### config.mk
export PLATFORM = sky130hd
export DESIGN_NAME = vga_scanout
export DESIGN_NICKNAME = d
export VERILOG_FILES = /design/src/rtl/vga_scanout.sv
export SDC_FILE = /design/constraint.sdc
export NUM_CORES = 1
export LEC_CHECK = 0
export CAP_MARGIN = 20
export CORE_ASPECT_RATIO = 1.75
export CORE_MARGIN = 4
export CORE_UTILIZATION = 40
export CTS_CLUSTER_DIAMETER = 50
export DETAILED_ROUTE_END_ITERATION = 8
export PLACE_DENSITY = 0.7
export SYNTH_ARGS = -nofsm -noshare
export SYNTH_HDL_FRONTEND = slang
export SYNTH_SLANG_ARGS = --single-unit
### constraint.sdc
create_clock -name clock -period 4.35 [get_ports clock]
set_clock_uncertainty 0.15 [all_clocks]
set_input_delay 0.87 -clock clock [delete_from_list [all_inputs] [get_ports clock]]
set_output_delay 0.87 -clock clock [all_outputs]
set_load 0.01 [all_outputs]
### src/rtl/vga_scanout.sv
// Parametrised VGA scan-out engine: H/V timing, integer-upscaled framebuffer reads,
// and DAC-side outputs delayed to line up with the framebuffer read latency.
module vga_scanout #(
    parameter int PIXEL_W      = 12,
    parameter int ADDR_W       = 17,
    parameter int H_ACTIVE     = 640,
    parameter int H_FP         = 16,
    parameter int H_SYNC       = 96,
    parameter int H_BP         = 48,
    parameter int V_ACTIVE     = 480,
    parameter int V_FP         = 10,
    parameter int V_SYNC       = 2,
    parameter int V_BP         = 33,
    parameter int SCALE        = 2,
    parameter int READ_LATENCY = 1,
    parameter bit HSYNC_POL    = 1'b0,
    parameter bit VSYNC_POL    = 1'b0
) (
    input  logic               clock,
    input  logic               nreset,
    input  logic [PIXEL_W-1:0] pixel_data,
    output logic [ADDR_W-1:0]  pixel_addr,
    output logic [PIXEL_W-1:0] pixel,
    output logic               h_sync,
    output logic               v_sync,
    output logic               de,
    output logic               v_blank,
    output logic               v_blank_interupt,
    output logic               frame_start
);
    localparam int H_TOTAL = H_ACTIVE + H_FP + H_SYNC + H_BP;
    localparam int V_TOTAL = V_ACTIVE + V_FP + V_SYNC + V_BP;
    localparam int H_COLS  = H_ACTIVE / SCALE;
    localparam int V_ROWS  = V_ACTIVE / SCALE;
    localparam int HW      = $clog2(H_TOTAL + 1);
    localparam int VW      = $clog2(V_TOTAL + 1);
    localparam int SW      = (SCALE > 1) ? $clog2(SCALE) : 1;

    localparam logic [HW-1:0]     H_LAST     = HW'(H_TOTAL - 1);
    localparam logic [HW-1:0]     H_ACT      = HW'(H_ACTIVE);
    localparam logic [HW-1:0]     H_ACT_LAST = HW'(H_ACTIVE - 1);
    localparam logic [HW-1:0]     HS_START   = HW'(H_ACTIVE + H_FP);
    localparam logic [HW-1:0]     HS_END     = HW'(H_ACTIVE + H_FP + H_SYNC);
    localparam logic [VW-1:0]     V_LAST     = VW'(V_TOTAL - 1);
    localparam logic [VW-1:0]     V_ACT      = VW'(V_ACTIVE);
    localparam logic [VW-1:0]     V_ACT_LAST = VW'(V_ACTIVE - 1);
    localparam logic [VW-1:0]     VS_START   = VW'(V_ACTIVE + V_FP);
    localparam logic [VW-1:0]     VS_END     = VW'(V_ACTIVE + V_FP + V_SYNC);
    localparam logic [SW-1:0]     S_LAST     = SW'(SCALE - 1);
    localparam logic [ADDR_W-1:0] ROW_STEP   = ADDR_W'(H_COLS);

    if (SCALE < 1) begin : g_bad_scale
        $error("vga_scanout: SCALE must be >= 1");
    end
    if (READ_LATENCY < 1) begin : g_bad_latency
        $error("vga_scanout: READ_LATENCY must be >= 1");
    end
    if ((H_ACTIVE % SCALE) != 0 || (V_ACTIVE % SCALE) != 0) begin : g_bad_divide
        $error("vga_scanout: H_ACTIVE and V_ACTIVE must be divisible by SCALE");
    end
    if (longint'(H_COLS) * longint'(V_ROWS) > (longint'(1) << ADDR_W)) begin : g_bad_addr
        $error("vga_scanout: framebuffer does not fit in ADDR_W address bits");
    end

    typedef struct packed {
        logic active;
        logic hs;
        logic vs;
        logic vb;
        logic fs;
        logic irq;
    } stage_t;

    logic [HW-1:0]     h_q, h_d;
    logic [VW-1:0]     v_q, v_d;
    logic [SW-1:0]     hsub_q, hsub_d;
    logic [SW-1:0]     vsub_q, vsub_d;
    logic [ADDR_W-1:0] col_q, col_d;
    logic [ADDR_W-1:0] row_q, row_d;

    stage_t                    raw_p0;
    stage_t [READ_LATENCY-1:0] dly_q;
    stage_t                    tail;

    always_comb begin
        h_d    = h_q + HW'(1);
        v_d    = v_q;
        hsub_d = hsub_q + SW'(1);
        col_d  = col_q;
        vsub_d = vsub_q;
        row_d  = row_q;

        if (h_q == H_LAST) begin
            h_d = '0;
            v_d = (v_q == V_LAST) ? '0 : v_q + VW'(1);
        end

        // One framebuffer column per SCALE clocks; parked at 0 from the last active pixel on.
        if (h_q >= H_ACT_LAST) begin
            hsub_d = '0;
            col_d  = '0;
        end else if (hsub_q == S_LAST) begin
            hsub_d = '0;
            col_d  = col_q + ADDR_W'(1);
        end

        // Row base moves at the end of the active span so the blanking interval already
        // presents the next line's base; the last active line rewinds to 0 for the next frame.
        if (h_q == H_ACT_LAST && v_q < V_ACT) begin
            if (vsub_q == S_LAST) begin
                vsub_d = '0;
                row_d  = (v_q == V_ACT_LAST) ? '0 : row_q + ROW_STEP;
            end else begin
                vsub_d = vsub_q + SW'(1);
            end
        end
    end

    always_ff @(posedge clock or negedge nreset) begin
        if (!nreset) begin
            h_q    <= '0;
            v_q    <= '0;
            hsub_q <= '0;
            vsub_q <= '0;
            col_q  <= '0;
            row_q  <= '0;
        end else begin
            h_q    <= h_d;
            v_q    <= v_d;
            hsub_q <= hsub_d;
            vsub_q <= vsub_d;
            col_q  <= col_d;
            row_q  <= row_d;
        end
    end

    // Stage 0: raw decode of the counter position
    always_comb begin
        raw_p0.active = (h_q < H_ACT) && (v_q < V_ACT);
        raw_p0.hs     = (h_q >= HS_START) && (h_q < HS_END);
        raw_p0.vs     = (v_q >= VS_START) && (v_q < VS_END);
        raw_p0.vb     = (v_q >= V_ACT);
        raw_p0.fs     = (h_q == '0) && (v_q == '0);
        raw_p0.irq    = (h_q == '0) && (v_q == V_ACT);
    end

    assign pixel_addr = row_q + (raw_p0.active ? col_q : '0);

    // Stages 1..READ_LATENCY: control delay matching the framebuffer read
    always_ff @(posedge clock or negedge nreset) begin
        if (!nreset) begin
            dly_q <= '0;
        end else begin
            dly_q[0] <= raw_p0;
            for (int i = 1; i < READ_LATENCY; i++) begin
                dly_q[i] <= dly_q[i-1];
            end
        end
    end

    assign tail = dly_q[READ_LATENCY-1];

    // Output stage: every DAC-side signal registered from the same delayed control word
    always_ff @(posedge clock or negedge nreset) begin
        if (!nreset) begin
            pixel            <= '0;
            de               <= 1'b0;
            h_sync           <= ~HSYNC_POL;
            v_sync           <= ~VSYNC_POL;
            v_blank          <= 1'b0;
            v_blank_interupt <= 1'b0;
            frame_start      <= 1'b0;
        end else begin
            pixel            <= tail.active ? pixel_data : '0;
            de               <= tail.active;
            h_sync           <= tail.hs ? HSYNC_POL : ~HSYNC_POL;
            v_sync           <= tail.vs ? VSYNC_POL : ~VSYNC_POL;
            v_blank          <= tail.vb;
            v_blank_interupt <= tail.irq;
            frame_start      <= tail.fs;
        end
    end
endmodule

==> results of run 1 <==
==> kinds of logic after synthesis <==
kind of cell    after synthesis
simple gates                161
flops                        74
compound gates               57
xor+xnor                     43
buf+inv                      25
fa+ha+maj                    18
mux                           2
other cells                   1
==> stage by stage <==
step	power, mW	util (%)	instance area [µm²]	setup slack (ps)
4_1_cts	1.428	50.79	4808	38.52
6_report	1.405	51.05	4833	167.6
3_3_place_gp	0.7541	47.68	4514	66.75
2_1_floorplan	0.7159	-	3865	371.0
5_1_grt	1.473	51.05	4833	83.35
3_5_place_dp	0.7549	47.68	4514	-29.26
==> per-layer routing <==
| layer | global-route usage (%) | vias up | wire (µm) |
|---|---|---|---|
| met2 | 25.59 | 66 | 4090 |
| li1 | - | 1434 | - |
| met1 | 17.48 | 1371 | 3212 |
| met3 | 3.060 | 13 | 348 |
| met4 | 7.268 | 0 | 209 |
| met5 | 0 | - | 0 |
==> sequential cells by signal, indices dropped and copies added (netlist names) <==
name,cells
col_q,17
pixel,12
row_q,11
h_q,10
v_q,10
dly_q,6
de,1
frame_start,1
h_sync,1
hsub_q,1
v_blank,1
v_blank_interupt,1
v_sync,1
vsub_q,1
==> final cells by class <==
class,instances,share of cell area [%]
clock buffers,11,5.022
inverters,11,0.8543
repair buffers,62,12.19
flip-flops and latches,74,38.36
multi-input cells,282,39.79
well taps,122,3.158
clock inverters,5,0.6213
==> what timing repair did <==
| item | 4_1_cts | 5_1_grt |
|---|---|---|
| resized for setup | 5 | 4 |
| endpoints found under the setup margin | 5 | 4 |
| cloned | 0 | 0 |
| buffers inserted | 0 | 2 |
| pin swaps | 1 | 3 |
==> worst register-to-register path, stage by stage (launching register included) <==
cell	delay [ps]
dfrtp_1	410
ha_1	220
nand3_1	210
nor4_4	420
nand2_2	240
a41o_1	290
o31ai_2	170
==> final timing paths <==
path	end	depth (start not counted)
setup / recovery	pixel_addr[11]	9
hold / removal	v_sync$_DFF_PN1_	1
setup reg to reg	row_q[15]$_DFFE_PN0P_	6
hold reg to reg	v_sync$_DFF_PN1_	1
max in group asynchronous	de$_DFF_PN0_	2
min in group asynchronous	h_q[3]$_DFF_PN0_	1
==> cells in the mapped netlist (4+ instances only) <==
| cell | n | share of area, % |
|---|---|---|
| buf_2 | 7 | 0.91 |
| xor2_1 | 26 | 5.9 |
| a31oi_1 | 6 | 0.97 |
| a21o_1 | 4 | 0.78 |
| dfrtp_1 | 72 | 47 |
| nand4_1 | 10 | 1.6 |
| o21ai_1 | 9 | 1.2 |
| nor4_1 | 4 | 0.65 |
| and2_1 | 29 | 4.7 |
| a21oi_1 | 5 | 0.65 |
| nand2_1 | 23 | 2.2 |
| ha_1 | 18 | 5.8 |
| xnor2_1 | 17 | 3.9 |
| nor2_1 | 39 | 3.8 |
| nand3_1 | 14 | 1.8 |
| o31ai_1 | 5 | 0.97 |
| o21ai_0 | 13 | 1.7 |
| clkbuf_1 | 5 | 0.49 |
| and3_1 | 13 | 2.1 |
| inv_1 | 11 | 1.1 |
| nor3_1 | 5 | 0.65 |
==> cells in the final DEF (no fill, tap or decap), types with 3 or more instances in the layout <==
cell / instances
dfrtp_1: 72
clkdlybuf4s50_1: 42
nor2_1: 39
and2_1: 29
xor2_1: 26
nand2_1: 23
ha_1: 18
xnor2_1: 17
nand3_1: 14
buf_4: 14
and3_1: 13
o21ai_0: 13
inv_1: 11
nand4_1: 10
o21ai_1: 9
clkbuf_16: 9
a31oi_1: 6
nor3_1: 5
o31ai_1: 5
a21o_1: 4
nor4_1: 4
dlymetal6s2s_1: 4
o21a_1: 3
a21oi_1: 3
nor2b_1: 3
and4_1: 3
nand2b_1: 3
clkinv_2: 3
==> power groups by stage <==
stage | registers [mW] | clock network (mW) | logic [mW]
finish | 0.696 | 0.664 | 0.0454
global route | 0.695 | 0.726 | 0.0512
CTS | 0.696 | 0.685 | 0.0472
detailed placement | 0.708 | 0 | 0.0469
global placement | 0.708 | 0 | 0.0465
floorplan | 0.711 | 0 | 0.00450
==> impl_metrics.ini, run 1 <==
[timing]
hold_violations = 0
max-slew-margin-rel_pct = 58.77
tns_ps = 0
tightest_slew_ps = 618.5
setup_violations = 0
period_minus_slack_ps = 4182
period_share_pct = 96.15
fmax_mhz = 239.1
drv_slew = 0
hold_ws_ps = 197.7
grt_setup_unrepaired = no

[yosys]
synth_top_family_by_area = simple AND/OR/NAND/NOR gates
syn_avg_cell_area_um2 = 10.14
synthDistinctLibCells = 56
syn_area_mm2 = 0.003865
ys_warn_count = 0
ys_ff_latch = 74
synth_seq_area_share_pct = 47.98
ys.flop_type = dfrtp_1
synth-xor-area-share_pct = 9.744
synth_nets = 413
postSynth.asyncResetShare_pct = 100.0
synth_mux_area_share_pct = 0.5503
synthAdderAreaFrac_pct = 5.827
netlist_instances = 381
yosys.area_share.simple_pct = 23.02
synth_compound_area_share_pct = 9.938
synth_edf_count = 0

[route]
drt_wl_total_um = 7861
drtIter0Drc = 210
drt_drc_violations_left = 0
vias = 2884
viasPerCell = 5.086
drt-pass1-iter-count = 4
ant_nets = 0
post_drt_wl_per_cell_um = 13.86

[global_routing]
grt_pass1_vias = 2982
antenna_found_initial = 0
grt_pass1_wl_um = 13510
grt.total_usage_pct = 15.08
gr-total-overflow = 0
grt_max_degree = 33

[critical_path]
crit_family = compound AO/OA/AOI/OAI gates
r2r_slack_ps = 2140
startpoint_type = register
path_buf_inv = 2
cp-startpoint = v_q[8]$_DFFE_PN0N_
critPathArrivalTime_ps = 3160
path_cells = a41o_4 -> a21oi_4 -> and2_1 -> ha_1 -> a21o_1 -> a221o_1 -> buf_4 -> xor2_1 -> clkdlybuf4s50_1
slowest_delay_ps = 570
critPathSlowestCell = clkdlybuf4s50_1
r2r_start = h_q[0]$_DFF_PN0_
worst-setup-path-type = reg -> out
cp.required_ps = 3330
crit_fanout = 6
worst_setup_path_end_kind = output port

[die]
die_area_mm2 = 0.01136
die_w_um = 82.31
die_h_um = 138.0
floorplan.initialDensity_pct = 40.82
rows = 47
ios = 49
core_area_mm2 = 0.009468

[pwr]
combinationalPowerShare_pct = 3.2
p_sw_uw = 288.6
peakVddDrop_mv = 0.2069
p_int_mw = 1.116
power_frac_seq_pct = 49.5
power_frac_clock_pct = 47.2
power.leakage_nw = 2.306
power.density_mw_per_mm2 = 290.7
p_sw_share_pct = 20.54

[flow_run]
max_cap_viol_count = 0

[cts]
cts_tree = built
clock-sinks = 74
hold_buffers = 0
clk_latency_ps = 320
cts_root_buf = clkbuf_16
clk_pin_slew_ps = 50
cts.path.max_buffers = 2
cts_buffers = 9
htree_levels = 3

[place]
dpl.cell_count = 549
portBuffers = 48
place_hpwl_um = 5910
gp_congestion = 0.9033

[cells_and_area]
antenna_cells = 0
multi_input_area_mm2 = 0.001923
fin_cells = 567
fillers = 830
final_nets = 472
area_growth_pct = 25.06
seqCellArea_mm2 = 0.001854
drive_gt1_share_pct = 9.663

[min_path]
min_from = dly_q[3]$_DFF_PN0_
hold_path_class = reg -> reg

[status]
status = completed
Note: power is estimated with default switching activity, not from simulation.
==> run 2, diff against run 1 <==
--- a/config.mk
+++ b/config.mk
@@ -11,7 +11,8 @@
 export CORE_UTILIZATION = 40
 export CTS_CLUSTER_DIAMETER = 50
 export DETAILED_ROUTE_END_ITERATION = 8
-export PLACE_DENSITY = 0.7
+export DONT_BUFFER_PORTS = 1
+export PLACE_DENSITY = 0.63
 export SYNTH_ARGS = -nofsm -noshare
 export SYNTH_HDL_FRONTEND = slang
 export SYNTH_SLANG_ARGS = --single-unit
==> run 2 against run 1 <==
  * Total power up 6.8%
  * Cell count decreased by 10%
  * Clock power rose by 20%
  * Sequential power grew 0.6%
  * Non-clock buffer count is 57 lower
  * Flip-flop and latch count unchanged
  * Critical path type unchanged
  * Critical path depth up 1
  * Clock-buffer cell count is the same
  * Global-route usage is 0.62 points higher
==> impl_metrics.ini, run 2 (synthesis gave the netlist of run 1 again) <==
[status]
status = completed

[pwr]
finalPower_mw = 1.501
power.density_mw_per_mm2 = 347.2
combinationalPowerShare_pct = 0.3
peakVddDrop_mv = 0.1915
power_frac_seq_pct = 46.6
power_frac_clock_pct = 53.0
p_sw_uw = 287.2
p_sw_share_pct = 19.14
power.leakage_nw = 2.022
p_int_mw = 1.213

[cts]
clk_pin_slew_ps = 60
htree_levels = 3
cts_tree = built
clock-sinks = 74
cts_buffers = 9
cts.path.max_buffers = 2
cts_root_buf = clkbuf_16
post_cts_buffers = 0
clk_latency_ps = 330

[route]
viasPerCell = 5.398
drt_drc_violations_left = 0
drtIter0Drc = 108
ant_nets = 0
vias = 2753
drt_wl_total_um = 8181
drt-pass1-iter-count = 4
post_drt_wl_per_cell_um = 16.04

[timing]
tns_ps = 0
hold_ws_ps = 81.55
tightest_slew_ps = 926.0
period_minus_slack_ps = 4117
setup_violations = 0
fmax_mhz = 242.9
hold_violations = 0
max-slew-margin-rel_pct = 37.69
drv_slew = 0
grt_setup_unrepaired = no
period_share_pct = 94.64

[global_routing]
top_usage_layer = met2
grt_pass1_vias = 2624
grtUsageMet1_pct = 18.91
grt_pass1_wl_um = 13590
gr-total-overflow = 0
met3_usage_pct = 4.427
grt.total_usage_pct = 15.69
grt_max_degree = 75
grt_use_met2_pct = 24.53
antenna_found_initial = 0

[cells_and_area]
largest_reg_flops = 17
largest_register = col_q
largestRegisters = col_q x17, pixel x12, row_q x11
most-common-layout-cells = dfrtp_1, nor2_1, and2_1
drive_gt1_share_pct = 8.505
seqCellArea_mm2 = 0.001854
antenna_cells = 0
layout_commonest_cell = dfrtp_1
fillers = 902
multi_input_area_mm2 = 0.001916
final_nets = 415
area_growth_pct = 11.82

[critical_path]
critPathSlowestCell = dfrtp_1
slowest_delay_ps = 460
critPathArrivalTime_ps = 3100
worst_setup_path_end_kind = output port
crit_fanout = 9
startpoint_type = register
worst-setup-path-type = reg -> out
cp.required_ps = 3330
path_cells = or2_1 -> a21oi_2 -> and2_1 -> ha_1 -> and3_1 -> a221o_1 -> a21oi_4 -> a32oi_1 -> xnor2_1 -> buf_4

[die]
ios = 49
die_area_mm2 = 0.01136
die_h_um = 138.0
rows = 47
floorplan.initialDensity_pct = 40.82
core_area_mm2 = 0.009468
die_w_um = 82.31

[min_path]
hold_path_class = in -> async

[place]
place_hpwl_um = 5976
gp_congestion = 0.8109
portBuffers = 0

[flow_run]
max_cap_viol_count = 0
run 2: changes by cell type in the layout (fill, tap and decap cells not counted):
| cell | before | now |
|---|---|---|
| clkdlybuf4s50_1 | 42 | 0 |
| buf_4 | 14 | 5 |
| dlymetal6s2s_1 | 4 | 0 |
| bufinv_16 | 0 | 2 |
| a21oi_2 | 0 | 1 |
| a21oi_4 | 2 | 1 |
| buf_2 | 1 | 0 |
| clkinv_2 | 3 | 2 |
| clkinvlp_4 | 2 | 1 |
| dlygate4sd2_1 | 1 | 0 |
run 2: timing repair:
action	4_1_cts	5_1_grt
endpoints found under the setup margin	2	5
resized for setup	1	2
cloned	0	0
hold buffers	0	0
run 2: area by class of cell:
type,count,area share [%]
inverters,11,0.9554
multi-input cells,282,44.33
repair buffers,5,0.8686
clock buffers,11,5.617
clock inverters,5,1.795
well taps,122,3.532
flip-flops and latches,74,42.91
run 2: worst max-delay path: cells and delay by family, from the launching register on:
| family | cells | cell delay (ps) |
|---|---|---|
| AOI/OAI and AO/OA | 4 | 1040 |
| adders and majority gates | 1 | 260 |
| and+or+nand+nor | 3 | 690 |
| DFF | 1 | 460 |
| xor gates and xnor gates | 1 | 190 |
| buffers and inverters | 1 | 140 |
run 2: routing by layer:
layer | routed length, µm | vias to the layer above
met3 | 302 | 23
met5 | 0 | -
li1 | - | 1325
met1 | 3210 | 1336
met2 | 4362 | 69
met4 | 306 | 0
run 2: power by group through the flow:
stage	registers [mW]	logic [mW]	clock network, mW
after floorplan	0.711	0.00450	0
after global placement	0.712	0.00479	0
after detailed placement	0.712	0.00507	0
after CTS	0.700	0.00513	0.812
after global routing	0.700	0.00573	0.853
final	0.700	0.00501	0.796
run 2: final timing paths:
check / startpoint / to / slack [ps] / depth (start not counted)
setup / recovery: h_q[7]$_DFF_PN0_ / pixel_addr[16] / 230 / 10
hold / removal: nreset / col_q[0]$_DFFE_PN0N_ / 80 / 0
setup reg to reg: h_q[0]$_DFF_PN0_ / v_q[7]$_DFFE_PN0N_ / 1640 / 7
hold reg to reg: dly_q[1]$_DFF_PN0_ / frame_start$_DFF_PN0_ / 200 / 0
max in group asynchronous: nreset / h_sync$_DFF_PN1_ / 3760 / 0
min in group clock: dly_q[1]$_DFF_PN0_ / frame_start$_DFF_PN0_ / 200 / 0
run 2: through the flow:
| step | utilization, % | instances | setup WS, ps | cell area [µm²] |
|---|---|---|---|---|
| after floorplan | - | 381 | 371.0 | 3865 |
| after global placement | 42.10 | 494 | 432.2 | 3986 |
| after detailed placement | 42.10 | 494 | 290.2 | 3986 |
| after CTS | 45.53 | 510 | 41.60 | 4310 |
| after global routing | 45.65 | 510 | 10.50 | 4322 |
| final | 45.65 | 510 | 233.0 | 4322 |
==> run 3, diff against run 2 <==
--- a/config.mk
+++ b/config.mk
@@ -13,6 +13,7 @@
 export DETAILED_ROUTE_END_ITERATION = 8
 export DONT_BUFFER_PORTS = 1
 export PLACE_DENSITY = 0.63
+export SKIP_LAST_GASP = 1
 export SYNTH_ARGS = -nofsm -noshare
 export SYNTH_HDL_FRONTEND = slang
 export SYNTH_SLANG_ARGS = --single-unit
==> results of run 3 <==
Same layout as run 2: the final DEF is identical, and so are final timing and power.
